### src/rtl/inst_fetch_queue_if.sv
// rtl/inst_fetch_queue_if.sv - fetch queue memory, redirect and decode handshake bundle
interface inst_fetch_queue_if #(
    parameter int WORD_SIZE = 16,
    parameter int DEPTH     = 4
);
    localparam int CW = $clog2(DEPTH) + 1;

    // instruction memory request/response
    logic                 mem_req;
    logic [WORD_SIZE-1:0] mem_addr;
    logic                 mem_ack;
    logic [WORD_SIZE-1:0] mem_rdata;

    // control flow
    logic                 redirect_valid;
    logic [WORD_SIZE-1:0] redirect_pc;
    logic                 halt;

    // decode side
    logic                 inst_valid;
    logic [WORD_SIZE-1:0] inst_data;
    logic [WORD_SIZE-1:0] inst_pc;
    logic                 inst_ready;

    // status
    logic [CW-1:0]        count;
    logic [WORD_SIZE-1:0] num_fetched;

    modport master (
        output mem_req, mem_addr, inst_valid, inst_data, inst_pc, count, num_fetched,
        input  mem_ack, mem_rdata, redirect_valid, redirect_pc, halt, inst_ready
    );

    modport slave (
        input  mem_req, mem_addr, inst_valid, inst_data, inst_pc, count, num_fetched,
        output mem_ack, mem_rdata, redirect_valid, redirect_pc, halt, inst_ready
    );
endinterface

### src/rtl/inst_fetch_queue.sv
// rtl/inst_fetch_queue.sv - instruction fetch engine with in-order instruction queue and redirect flush
module inst_fetch_queue #(
    parameter int                   WORD_SIZE = 16,
    parameter int                   DEPTH     = 4,
    parameter logic [WORD_SIZE-1:0] RESET_PC  = '0
) (
    input  logic               clk,
    input  logic               reset_n,
    inst_fetch_queue_if.master bus
);
    localparam int            PW   = $clog2(DEPTH);
    localparam int            CW   = PW + 1;
    localparam logic [CW-1:0] FULL = CW'(DEPTH);

    // REQ: request on the bus whose data will be queued.
    // DROP: request still on the bus but a redirect has made its data stale.
    typedef enum logic [1:0] {
        IDLE = 2'd0,
        REQ  = 2'd1,
        DROP = 2'd2
    } state_t;

    state_t               state_q, state_d;
    logic                 mem_req_q, mem_req_d;
    logic [WORD_SIZE-1:0] mem_addr_q, mem_addr_d;
    logic [WORD_SIZE-1:0] fetch_pc_q, fetch_pc_d;
    logic [WORD_SIZE-1:0] num_fetched_q, num_fetched_d;
    logic [PW-1:0]        head_q, head_d;
    logic [PW-1:0]        tail_q, tail_d;
    logic [CW-1:0]        count_q, count_d;
    logic [CW-1:0]        count_post;

    logic [WORD_SIZE-1:0] pc_mem   [DEPTH];
    logic [WORD_SIZE-1:0] inst_mem [DEPTH];

    logic pop;
    logic enq;

    // A redirect cancels both the decode pop and the enqueue of any acked word.
    assign pop = (count_q != '0) && bus.inst_ready && !bus.redirect_valid;
    assign enq = (state_q == REQ) && bus.mem_ack && !bus.redirect_valid;

    // Occupancy after this edge's enqueue/dequeue; decides back-to-back issue.
    always_comb begin
        count_post = count_q;
        if (enq && !pop) begin
            count_post = count_q + 1'b1;
        end else if (!enq && pop) begin
            count_post = count_q - 1'b1;
        end
    end

    // Fetch FSM next state, request address, queue pointers and flush handling.
    always_comb begin
        state_d       = state_q;
        mem_addr_d    = mem_addr_q;
        fetch_pc_d    = fetch_pc_q;
        count_d       = count_post;
        head_d        = pop ? head_q + 1'b1 : head_q;
        tail_d        = enq ? tail_q + 1'b1 : tail_q;
        num_fetched_d = pop ? num_fetched_q + 1'b1 : num_fetched_q;

        if (bus.redirect_valid) begin
            count_d    = '0;
            head_d     = tail_q;
            fetch_pc_d = bus.redirect_pc;
        end

        case (state_q)
            IDLE: begin
                if (!bus.halt && !bus.redirect_valid && (count_q < FULL)) begin
                    state_d    = REQ;
                    mem_addr_d = fetch_pc_q;
                end
            end
            REQ: begin
                if (bus.redirect_valid) begin
                    state_d = bus.mem_ack ? IDLE : DROP;
                end else if (bus.mem_ack) begin
                    fetch_pc_d = mem_addr_q + 1'b1;
                    if (!bus.halt && (count_post < FULL)) begin
                        mem_addr_d = mem_addr_q + 1'b1;
                    end else begin
                        state_d = IDLE;
                    end
                end
            end
            DROP: begin
                // the stale word is consumed here; the new fetch starts from IDLE
                if (bus.mem_ack) begin
                    state_d = IDLE;
                end
            end
            default: state_d = IDLE;
        endcase

        mem_req_d = (state_d != IDLE);
    end

    // State and control registers, cleared asynchronously.
    always_ff @(posedge clk or negedge reset_n) begin
        if (!reset_n) begin
            state_q       <= IDLE;
            mem_req_q     <= 1'b0;
            mem_addr_q    <= RESET_PC;
            fetch_pc_q    <= RESET_PC;
            num_fetched_q <= '0;
            head_q        <= '0;
            tail_q        <= '0;
            count_q       <= '0;
        end else begin
            state_q       <= state_d;
            mem_req_q     <= mem_req_d;
            mem_addr_q    <= mem_addr_d;
            fetch_pc_q    <= fetch_pc_d;
            num_fetched_q <= num_fetched_d;
            head_q        <= head_d;
            tail_q        <= tail_d;
            count_q       <= count_d;
        end
    end

    // Queue storage: each accepted ack writes {pc, inst} at the tail.
    always_ff @(posedge clk) begin
        if (enq) begin
            pc_mem[tail_q]   <= mem_addr_q;
            inst_mem[tail_q] <= bus.mem_rdata;
        end
    end

    assign bus.mem_req     = mem_req_q;
    assign bus.mem_addr    = mem_addr_q;
    assign bus.inst_valid  = (count_q != '0);
    assign bus.inst_data   = inst_mem[head_q];
    assign bus.inst_pc     = pc_mem[head_q];
    assign bus.count       = count_q;
    assign bus.num_fetched = num_fetched_q;
endmodule

### src/flat_wrapper.sv
// flat-port wrapper written by rule: the top's interface ports become plain ports
module inst_fetch_queue_flat 
#(
    parameter int                   WORD_SIZE = 16,
    parameter int                   DEPTH     = 4,
    parameter logic [WORD_SIZE-1:0] RESET_PC  = '0
)
  (clk, reset_n, bus_mem_req, bus_mem_addr, bus_inst_valid, bus_inst_data, bus_inst_pc, bus_count, bus_num_fetched, bus_mem_ack, bus_mem_rdata, bus_redirect_valid, bus_redirect_pc, bus_halt, bus_inst_ready);
  inst_fetch_queue_if #(.WORD_SIZE(WORD_SIZE), .DEPTH(DEPTH)) bus_i ();
  input  logic clk;
  input  logic reset_n;
  output wire logic [$bits(bus_i.mem_req)-1:0] bus_mem_req;
  output wire logic [$bits(bus_i.mem_addr)-1:0] bus_mem_addr;
  output wire logic [$bits(bus_i.inst_valid)-1:0] bus_inst_valid;
  output wire logic [$bits(bus_i.inst_data)-1:0] bus_inst_data;
  output wire logic [$bits(bus_i.inst_pc)-1:0] bus_inst_pc;
  output wire logic [$bits(bus_i.count)-1:0] bus_count;
  output wire logic [$bits(bus_i.num_fetched)-1:0] bus_num_fetched;
  input wire logic [$bits(bus_i.mem_ack)-1:0] bus_mem_ack;
  input wire logic [$bits(bus_i.mem_rdata)-1:0] bus_mem_rdata;
  input wire logic [$bits(bus_i.redirect_valid)-1:0] bus_redirect_valid;
  input wire logic [$bits(bus_i.redirect_pc)-1:0] bus_redirect_pc;
  input wire logic [$bits(bus_i.halt)-1:0] bus_halt;
  input wire logic [$bits(bus_i.inst_ready)-1:0] bus_inst_ready;
  assign bus_mem_req = bus_i.mem_req;
  assign bus_mem_addr = bus_i.mem_addr;
  assign bus_inst_valid = bus_i.inst_valid;
  assign bus_inst_data = bus_i.inst_data;
  assign bus_inst_pc = bus_i.inst_pc;
  assign bus_count = bus_i.count;
  assign bus_num_fetched = bus_i.num_fetched;
  assign bus_i.mem_ack = bus_mem_ack;
  assign bus_i.mem_rdata = bus_mem_rdata;
  assign bus_i.redirect_valid = bus_redirect_valid;
  assign bus_i.redirect_pc = bus_redirect_pc;
  assign bus_i.halt = bus_halt;
  assign bus_i.inst_ready = bus_inst_ready;
  inst_fetch_queue #(.WORD_SIZE(WORD_SIZE), .DEPTH(DEPTH), .RESET_PC(RESET_PC)) u_core (.clk(clk), .reset_n(reset_n), .bus(bus_i));
endmodule
### config.mk
export PLATFORM = sky130hd
export DESIGN_NAME = inst_fetch_queue_flat
export DESIGN_NICKNAME = d
export VERILOG_FILES = /design/src/rtl/inst_fetch_queue_if.sv /design/src/rtl/inst_fetch_queue.sv /design/src/flat_wrapper.sv
export SDC_FILE = /design/constraint.sdc
export NUM_CORES = 1
export LEC_CHECK = 0
export CAP_MARGIN = 15
export CORE_MARGIN = 2
export CORE_UTILIZATION = 52
export DETAILED_ROUTE_END_ITERATION = 16
export PLACE_DENSITY_LB_ADDON = 0.05
export REMOVE_ABC_BUFFERS = 1
export SLEW_MARGIN = 40
export SYNTH_ARGS = -nofsm -noshare
export SYNTH_HDL_FRONTEND = slang
export SYNTH_SLANG_ARGS = --single-unit
### constraint.sdc
create_clock -name clk -period 4.5 [get_ports clk]
set_clock_uncertainty 0.15 [all_clocks]
set_input_delay 0.675 -clock clk [delete_from_list [all_inputs] [get_ports clk]]
set_output_delay 0.675 -clock clk [all_outputs]
set_load 0.03 [all_outputs]
==> impl_metrics.env, run 1 <==
export IMPL_maxCapViolations=0
export IMPL_status="finished clean"
export IMPL_die_area_um2=16100
export IMPL_final_util_pct=66.2
export IMPL_cts_tree="yes"
export IMPL_fp_coreArea_um2=14600
export IMPL_cts_setup_buffers=0
export IMPL_synth_warnings=0
export IMPL_crit_type="register to output port"
export IMPL_via_count=4734
export IMPL_die_h_um=127
export IMPL_place_congestion=0.798
export IMPL_fin_nets=663
export IMPL_synth_edff_count=128
export IMPL_synth_area_um2=7880
export IMPL_htreeDepth=4
export IMPL_overflow=0
export IMPL_fin_crit_ps=3150
export IMPL_ys_flop_type="edfxtp_1"
export IMPL_synthCells=503
export IMPL_arrival_ps=2320
export IMPL_grt_first_pass_wirelength_um=26500
export IMPL_num_rows=44
export IMPL_drtIter0Drc=329
export IMPL_finalSetupViolations=0
export IMPL_grt_usage_pct=21.5
export IMPL_slowest_delay_ps=620
export IMPL_fillCellCount=1058
export IMPL_cts_hold_buf=0
export IMPL_remaining_drc_errors=0
export IMPL_dr_pass1_iters=5
export IMPL_vdd_drop_max_mv=0.274
export IMPL_cp_max_fo=34
export IMPL_synth_xor_area_share_pct=3.89
export IMPL_path_cells="buf_12, mux4_2, clkdlybuf4s50_1"
export IMPL_synth_compound_area_share_pct=6.66
export IMPL_cts_buffers_inserted=17
export IMPL_hp_class="input pin to asynchronous set/reset pin"
export IMPL_ys_types=58
export IMPL_start_util_pct=53.8
export IMPL_synth_simple_area_share_pct=8.96
export IMPL_area_growth_pct=23.1
export IMPL_antenna_found_initial=0
export IMPL_hpwl_um=10600
export IMPL_wl_um=16400
export IMPL_power_leakage_nw=3.39
export IMPL_synthMuxAreaShare_pct=10.1
export IMPL_finalCritPeriodShare_pct=70.0
export IMPL_grt_max_degree=43
export IMPL_clock_sinks=186
export IMPL_p_per_area_nw_per_um2=541
export IMPL_drive_gt1_share_pct=15.0
export IMPL_via_per_inst=5.83
export IMPL_hold_viol=0
export IMPL_wl_per_cell_um=20.2
export IMPL_worstSetupStartpointType="register"
export IMPL_slew_headroom_pct=60.3
export IMPL_ys_ff_latch=186
export IMPL_crit_path_end_kind="output port"
export IMPL_slowest_stage="clkdlybuf4s50_1"
export IMPL_clock_fmax_ghz=0.318
export IMPL_grt_pass1_vias=4821
export IMPL_synth_top_family_by_area="multiplexers"
export IMPL_clk_pin_slew_ps=70
export IMPL_seq_area_frac_synth_pct=67.2
export IMPL_diodes=0
export IMPL_synthAdderAreaFrac_pct=1.43
export IMPL_finalSetupTns_ps=0
export IMPL_postCtsResizedCells=0
export IMPL_timing_hold_ws_ps=57.0
export IMPL_io_pins=107
export IMPL_worstSkewPairLatency_ps=420
export IMPL_tightest_slew_ps=594
export IMPL_finalMaxSlewViolations=0
export IMPL_rr_worst_depth=3
export IMPL_cts_buffer_depth=2
export IMPL_portBuffers=106
export IMPL_rsz0062_at_grt="false"
export IMPL_chipWidth_um=127
export IMPL_root_buffer="clkbuf_16"
export IMPL_ant_nets=0
export IMPL_worstPathRequired_ps=3670
export IMPL_syn_area_per_cell_um2=15.7
export IMPL_async_flop_share_pct=31.2
-- path summary, 6_finish.rpt --
kind / end / from / slack, ps
worst max-delay path: bus_inst_pc[15] / u_core.head_q[0] / 1350
worst min-delay path: u_core.bus.num_fetched[4] / reset_n / 60
worst max register to register: u_core.pc_mem[1][3] / u_core.state_q[0] / 2070
worst min register to register: u_core.bus.num_fetched[15] / u_core.bus.num_fetched[15] / 340
max in group asynchronous: u_core.head_q[1] / reset_n / 3390
min in group clk: u_core.bus.num_fetched[15] / u_core.bus.num_fetched[15] / 340
-- power breakdown --
part / switching (mW) / internal [mW]
Clock: 0.613 / 0.752
Combinational: 0.836 / 0.736
Sequential: 0.275 / 2.03
Total: 1.72 / 3.52
-- layout make-up --
| class | count | area (um^2) | area share [%] |
|---|---|---|---|
| Sequential cell | 186 | 5300 | 54.7 |
| Clock inverter | 13 | 104 | 1.07 |
| Timing Repair Buffer | 116 | 1150 | 11.8 |
| Tap cell | 184 | 230 | 2.37 |
| Inverter | 9 | 33.8 | 0.348 |
| Clock buffer | 18 | 429 | 4.43 |
| Multi-Input combinational cell | 286 | 2450 | 25.3 |
-- stage by stage --
step           cell area, um^2  worst slack [ps]  power [mW]  instances
2_1_floorplan             7770              1390        3.24        481
3_3_place_gp              9150              1390        3.90        781
3_5_place_dp              9160              1330        3.92        781
4_1_cts                   9690              1320        5.28        812
5_1_grt                   9690              1270        5.47        812
6_report                  9690              1350        5.24        812
-- Yosys cell counts, types with 3 or more instances --
library cell | count | area (um^2)
a211oi_1 | 13 | 97.6
a21oi_1 | 14 | 70.1
a31oi_1 | 3 | 18.8
and2_1 | 5 | 31.3
and3_1 | 7 | 43.8
buf_2 | 9 | 45.0
clkbuf_1 | 9 | 33.8
dfrtp_1 | 58 | 1450
edfxtp_1 | 128 | 3840
ha_1 | 9 | 113
inv_1 | 8 | 30.0
mux2i_1 | 6 | 60.1
mux4_2 | 32 | 721
nand2_1 | 30 | 113
nand3_1 | 13 | 65.1
nand4_1 | 10 | 62.6
nor2_1 | 21 | 78.8
nor2b_1 | 15 | 93.8
nor3_1 | 9 | 45.0
o21a_1 | 3 | 22.5
o21ai_0 | 14 | 70.1
o221a_2 | 3 | 33.8
o22ai_1 | 4 | 25.0
o311ai_0 | 5 | 43.8
xnor2_1 | 21 | 184
xor2_1 | 14 | 123
-- cells by family (layout without fill, tap and decap cells) --
group	Yosys count	after routing
adders and majority gates	9	9
AOI/OAI and AO/OA	75	75
buffers and inverters	31	156
xor gates and xnor gates	35	35
and+or+nand+nor	128	128
DFF	186	186
muxes	39	39
-- sequential cells by signal, indices dropped and copies added (netlist names) --
register / count
u_core.tail_q: 2
u_core.inst_mem: 64
u_core.head_q: 2
u_core.bus.count: 3
u_core.bus.mem_addr: 16
u_core.bus.mem_req: 1
u_core.state_q: 2
u_core.pc_mem: 64
u_core.fetch_pc_q: 16
u_core.bus.num_fetched: 16
-- placed cells by master, fill, tap and decap left out, types with 9 or more instances in the layout --
cell type        count
nor2_1              21
dfrtp_1             56
clkdlybuf4s50_1    105
edfxtp_1           128
clkbuf_16           17
mux4_2              32
xnor2_1             21
buf_4               10
a211oi_1            13
nand3_1             13
nand2_1             30
xor2_1              14
ha_1                 9
o21ai_0             14
a21oi_1             14
nand4_1             10
nor2b_1             15
-- routing by layer --
layer	global-route usage, %	wire, um
met1	30.6	7620
met2	33.8	7780
met3	4.36	726
met4	7.18	262
met5	0	0
-- worst max-delay path: cells and delay by family, from the launching register on --
family                 cells  cell delay, ps
multiplexers               1             600
flip-flops                 1             380
buffers and inverters      2             910
No activity file was read; power rests on OpenSTA's default activity.
==> run 2: changes to the inputs <==
==> constraint.sdc (replaced) <==
create_clock -name clk -period 3.1 [get_ports clk]
set_clock_uncertainty 0.15 [all_clocks]
set_input_delay 0.465 -clock clk [delete_from_list [all_inputs] [get_ports clk]]
set_output_delay 0.465 -clock clk [all_outputs]
set_load 0.03 [all_outputs]
==> run 2 against run 1 <==
Global-route usage down 0.25 points; flip-flop and latch count unchanged; critical path type unchanged; first-iteration DRC count down 8.8%; critical endpoint is now bus_inst_pc[2]; sequential share of layout area down 1.0 points.
==> impl_metrics.env, run 2 (synthesis results as in run 1) <==
export IMPL_fp_coreArea_um2=14600
export IMPL_crit_type="register to output port"
export IMPL_worstSkewPairLatency_ps=420
export IMPL_num_rows=44
export IMPL_grt_usage_pct=21.3
export IMPL_overflow=0
export IMPL_cts_buffer_depth=2
export IMPL_cts_setup_buffers=0
export IMPL_grt_max_degree=27
export IMPL_place_area_um2=9290
export IMPL_area_growth_pct=25.4
export IMPL_cts_buffers_inserted=17
export IMPL_slowest_delay_ps=610
export IMPL_antenna_found_initial=0
export IMPL_slew_headroom_pct=59.1
export IMPL_via_per_inst=5.84
export IMPL_die_h_um=127
export IMPL_maxCapViolations=0
export IMPL_clock_sinks=186
export IMPL_finalCritPeriodShare_pct=95.4
export IMPL_hold_viol=0
export IMPL_vdd_drop_max_mv=0.508
export IMPL_fin_crit_ps=2960
export IMPL_fin_nets=672
export IMPL_cp_top_family="buffers and inverters"
export IMPL_hpwl_um=11100
export IMPL_root_buffer="clkbuf_16"
export IMPL_slowest_stage="clkdlybuf4s50_1"
export IMPL_clk_pin_slew_ps=70
export IMPL_finalSetupTns_ps=0
export IMPL_path_cells="buf_12, mux4_2, clkdlybuf4s50_1"
export IMPL_fillCellCount=1025
export IMPL_cts_tree="yes"
export IMPL_finalSetupViolations=0
export IMPL_rsz0062_at_grt="false"
export IMPL_mostFrequentLayoutCells="128 x edfxtp_1, 105 x clkdlybuf4s50_1, 56 x dfrtp_1"
export IMPL_power_leakage_nw=3.49
export IMPL_hp_class="input pin to asynchronous set/reset pin"
export IMPL_remaining_drc_errors=0
export IMPL_dr_pass1_iters=5
export IMPL_via_count=4800
export IMPL_worstSetupStartpointType="register"
export IMPL_clock_fmax_ghz=0.338
export IMPL_htreeDepth=4
export IMPL_layout_commonest_cell="edfxtp_1"
export IMPL_status="finished clean"
export IMPL_worstPathRequired_ps=2480
export IMPL_wl_per_cell_um=19.9
export IMPL_finalMaxSlewViolations=0
export IMPL_chipWidth_um=127
export IMPL_start_util_pct=53.8
export IMPL_wl_um=16300
export IMPL_diodes=0
export IMPL_arrival_ps=2340
export IMPL_ant_nets=0
export IMPL_portBuffers=106
export IMPL_crit_path_end_kind="output port"
export IMPL_die_area_um2=16100
export IMPL_place_congestion=0.827
export IMPL_final_area_um2=9880
export IMPL_cp_max_fo=22
export IMPL_p_per_area_nw_per_um2=785
export IMPL_drtIter0Drc=300
export IMPL_tightest_slew_ps=612
export IMPL_grt_pass1_vias=4826
export IMPL_grt_first_pass_wirelength_um=26400
export IMPL_drive_gt1_share_pct=16.0
export IMPL_top_regs="u_core.inst_mem x64, u_core.pc_mem x64"
export IMPL_cp_num_buf_inv=2
export IMPL_io_pins=107
## run 2: cell types whose count changed in the layout (fill, tap and decap cells not counted), moves of 2 or more
| cell | delta |
|---|---|
| buf_12 | +6 |
| clkinv_2 | -2 |
| clkinvlp_4 | -3 |
| clkbuf_8 | +3 |
| clkbuf_4 | +3 |
| inv_6 | -2 |
## run 2: worst register-to-register path, delay by kind of cell (launching register included)
family                   cells  cell delay (ps)
flip-flops                   1              390
AND/OR/NAND/NOR              1              250
buffers and inverters        1              110
adder cells (fa/ha/maj)      1              300
AO/OA/AOI/OAI                4             1070
## run 2: timing repair
action,4_1_cts,5_1_grt
gates resized for setup,0,0
hold buffers,1,0
endpoints found under the setup margin,0,0
hold endpoints to repair,13,0
## run 2: per-layer routing
layer	GRT usage (%)	share of wire [%]	vias up
met5	0	0	-
met4	6.85	1.0	0
met3	4.10	4.4	14
met2	35.0	50	149
met1	29.0	45	2444
li1	-	-	2193
## run 2: power by group
group | switching [mW] | internal [mW]
Sequential | 0.342 | 2.94
Clock | 0.854 | 1.24
Combinational | 1.27 | 1.10
## run 2: path summary, 6_finish.rpt
kind                                                 start                          to  slack (ps)  cells after the start
worst max-delay path                      u_core.head_q[0]              bus_inst_pc[2]         140                      3
worst min-delay path                               reset_n   u_core.bus.num_fetched[3]         310                      2
worst max register to register         u_core.bus.count[0]      u_core.bus.mem_addr[9]         770                      7
worst min register to register  u_core.bus.num_fetched[15]  u_core.bus.num_fetched[15]         330                      1
max in group asynchronous                          reset_n            u_core.head_q[1]        1840                      3
min in group clk                u_core.bus.num_fetched[15]  u_core.bus.num_fetched[15]         330                      1
## run 2: area by class of cell
cell class,instances,area [um^2],share of cell area [%]
repair buffers,125,1290,13.0
flip-flops and latches,186,5300,53.6
well taps,184,230,2.33
clock buffers,26,522,5.28
multi-input cells,286,2450,24.8
clock inverters,6,60.1,0.608
inverters,9,33.8,0.342
## run 2: through the flow
step	total power, mW	utilization [%]	worst slack [ps]	hold slack, ps	std cells
6_report	7.76	67.5	144	307	822
5_1_grt	8.08	67.5	49.1	354	822
4_1_cts	7.82	67.5	105	309	822
3_5_place_dp	5.72	63.4	294	233	789
3_3_place_gp	5.70	63.4	409	232	789
2_1_floorplan	4.70	-	196	19.4	481
==> run 3: changes to the inputs <==
--- a/config.mk
+++ b/config.mk
@@ -6,11 +6,11 @@
 export NUM_CORES = 1
 export LEC_CHECK = 0
 export CAP_MARGIN = 15
+export CORE_ASPECT_RATIO = 1.1
 export CORE_MARGIN = 2
 export CORE_UTILIZATION = 52
 export DETAILED_ROUTE_END_ITERATION = 16
 export PLACE_DENSITY_LB_ADDON = 0.05
-export REMOVE_ABC_BUFFERS = 1
 export SLEW_MARGIN = 40
 export SYNTH_ARGS = -nofsm -noshare
 export SYNTH_HDL_FRONTEND = slang
==> constraint.sdc (replaced) <==
create_clock -name clk -period 2.9 [get_ports clk]
set_clock_uncertainty 0.15 [all_clocks]
set_input_delay 0.435 -clock clk [delete_from_list [all_inputs] [get_ports clk]]
set_output_delay 0.435 -clock clk [all_outputs]
set_load 0.03 [all_outputs]
==> run 3 against run 2 <==
Design area is 0.85% lower; power increased by 6.0%; combinational power rose by 6%; sequential share of layout area increased by 0.45 points; critical endpoint is now bus_inst_valid; global-route usage shrank 0.24 points; non-clock buffer count grew 2; highest routed layer unchanged.
==> impl_metrics.env, run 3 (synthesis results as in run 1) <==
export IMPL_status="finished clean"
export IMPL_cts_buffer_depth=2
export IMPL_arrival_ps=2190
export IMPL_crit_path_end="bus_inst_valid"
export IMPL_grt_usage_pct=21.0
export IMPL_start_util_pct=52.7
export IMPL_clock_sinks=186
export IMPL_hold_viol=0
export IMPL_grt_max_degree=33
export IMPL_portBuffers=106
export IMPL_tightest_slew_ps=547
export IMPL_mostFrequentLayoutCells="128 x edfxtp_1, 73 x clkdlybuf4s50_1, 57 x dfrtp_1"
export IMPL_synth_fp_nets=550
export IMPL_remaining_drc_errors=0
export IMPL_cts_buffers_inserted=17
export IMPL_crit_type="register to output port"
export IMPL_die_h_um=133
export IMPL_clk_pin_slew_ps=70
export IMPL_finalCritPeriodShare_pct=95.6
export IMPL_worstSkewPairLatency_ps=420
export IMPL_area_growth_pct=24.4
export IMPL_rr_worst_depth=5
export IMPL_finalMaxSlewViolations=0
export IMPL_power_leakage_nw=3.51
export IMPL_cp_max_fo=6
export IMPL_place_congestion=0.835
export IMPL_antenna_found_initial=0
export IMPL_fin_nets=674
export IMPL_r2r_start="u_core.bus.mem_addr[1]"
export IMPL_die_area_um2=16100
export IMPL_htreeDepth=4
export IMPL_clock_fmax_ghz=0.361
export IMPL_num_rows=47
export IMPL_r2r_slack_ps=560
export IMPL_grt_pass1_vias=4957
export IMPL_slew_headroom_pct=63.5
export IMPL_drive_gt1_share_pct=21.1
export IMPL_maxCapViolations=0
export IMPL_fp_coreArea_um2=14900
export IMPL_io_pins=107
export IMPL_via_per_inst=5.68
export IMPL_p_per_area_nw_per_um2=839
export IMPL_fin_crit_ps=2770
export IMPL_cts_tree="yes"
export IMPL_rsz0062_at_grt="false"
export IMPL_wl_per_cell_um=18.9
export IMPL_overflow=0
export IMPL_crit_path_end_kind="output port"
export IMPL_power_mw=8.22
export IMPL_cts_setup_buffers=0
export IMPL_fillCellCount=1128
export IMPL_rr_endpoint="u_core.bus.mem_addr[8]"
export IMPL_diodes=0
export IMPL_finalSetupViolations=0
export IMPL_final_util_pct=65.6
export IMPL_vdd_drop_max_mv=0.439
export IMPL_worstSetupStartpointType="register"
export IMPL_top_regs="u_core.inst_mem x64, u_core.pc_mem x64"
export IMPL_hpwl_um=10300
export IMPL_ant_nets=0
export IMPL_wl_um=15800
export IMPL_hp_class="input pin to asynchronous set/reset pin"
export IMPL_dr_pass1_iters=5
export IMPL_cp_startpoint="u_core.bus.count[1]"
export IMPL_layout_commonest_cell="edfxtp_1"
export IMPL_root_buffer="clkbuf_16"
export IMPL_grt_first_pass_wirelength_um=25900
export IMPL_chipWidth_um=121
export IMPL_drtIter0Drc=382
export IMPL_via_count=4749
export IMPL_worstPathRequired_ps=2320
export IMPL_finalSetupTns_ps=0
-- run 3: cell types whose count changed in the layout (fill, tap and decap cells not counted), sizes merged --
| cell | delta |
|---|---|
| buf | +34 |
| clkinvlp | +1 |
| bufinv | +1 |
| clkinv | +5 |
| inv | +2 |
| clkbuf | -9 |
| clkdlybuf4s50 | -32 |
-- run 3: worst min path at each step --
stage | endpoint | slack, ps | cells after the start
floorplan | u_core.bus.count[0] | -10 | 0
finish | u_core.fetch_pc_q[2] | 290 | 2
global route | u_core.fetch_pc_q[2] | 310 | 2
CTS | u_core.fetch_pc_q[2] | 290 | 2
global placement | u_core.fetch_pc_q[2] | 220 | 1
detailed placement | u_core.fetch_pc_q[2] | 220 | 1
-- run 3: area by class of cell --
cell class | count | area (um^2) | share of cell area [%]
Multi-Input combinational cell | 286 | 2450 | 25.0
Inverter | 9 | 33.8 | 0.345
Tap cell | 196 | 245 | 2.50
Timing Repair Buffer | 127 | 1200 | 12.2
Sequential cell | 186 | 5300 | 54.1
Clock buffer | 17 | 425 | 4.34
Clock inverter | 15 | 146 | 1.49
-- run 3: stage by stage --
stage	area [um^2]	setup slack (ps)	hold WS (ps)	instances
6_report	9790	128	292	836
3_3_place_gp	9210	350	219	803
4_1_cts	9790	13.6	288	836
3_5_place_dp	9210	193	217	803
5_1_grt	9790	7.21	311	836
2_1_floorplan	7880	480	-10.6	503
-- run 3: worst max-delay path, stage by stage, from the launching register on --
cell and delay (ps):
dfrtp_1 400, inv_1 90, ha_1 260, nor2b_2 210, inv_2 130, clkdlybuf4s50_1 680
-- run 3: what timing repair did --
action / 4_1_cts / 5_1_grt
gates resized for setup: 0 / 1
endpoints found under the hold margin: 13 / 0
setup endpoints to repair: 0 / 1
hold buffers: 1 / 0
-- run 3: power by group --
part	switching (mW)	internal (mW)	leakage (nW)
sequential	0.326	3.14	1.87
combinational	1.41	1.11	1.37
clock	0.968	1.27	0.280
-- run 3: metal layers --
layer | global-route usage (%) | wire length [um] | vias to the layer above
met1 | 29.2 | 6900 | 2387
met5 | 0 | 0 | -
li1 | - | - | 2204
met4 | 6.83 | 218 | 0
met2 | 33.3 | 7810 | 139
met3 | 4.70 | 846 | 19
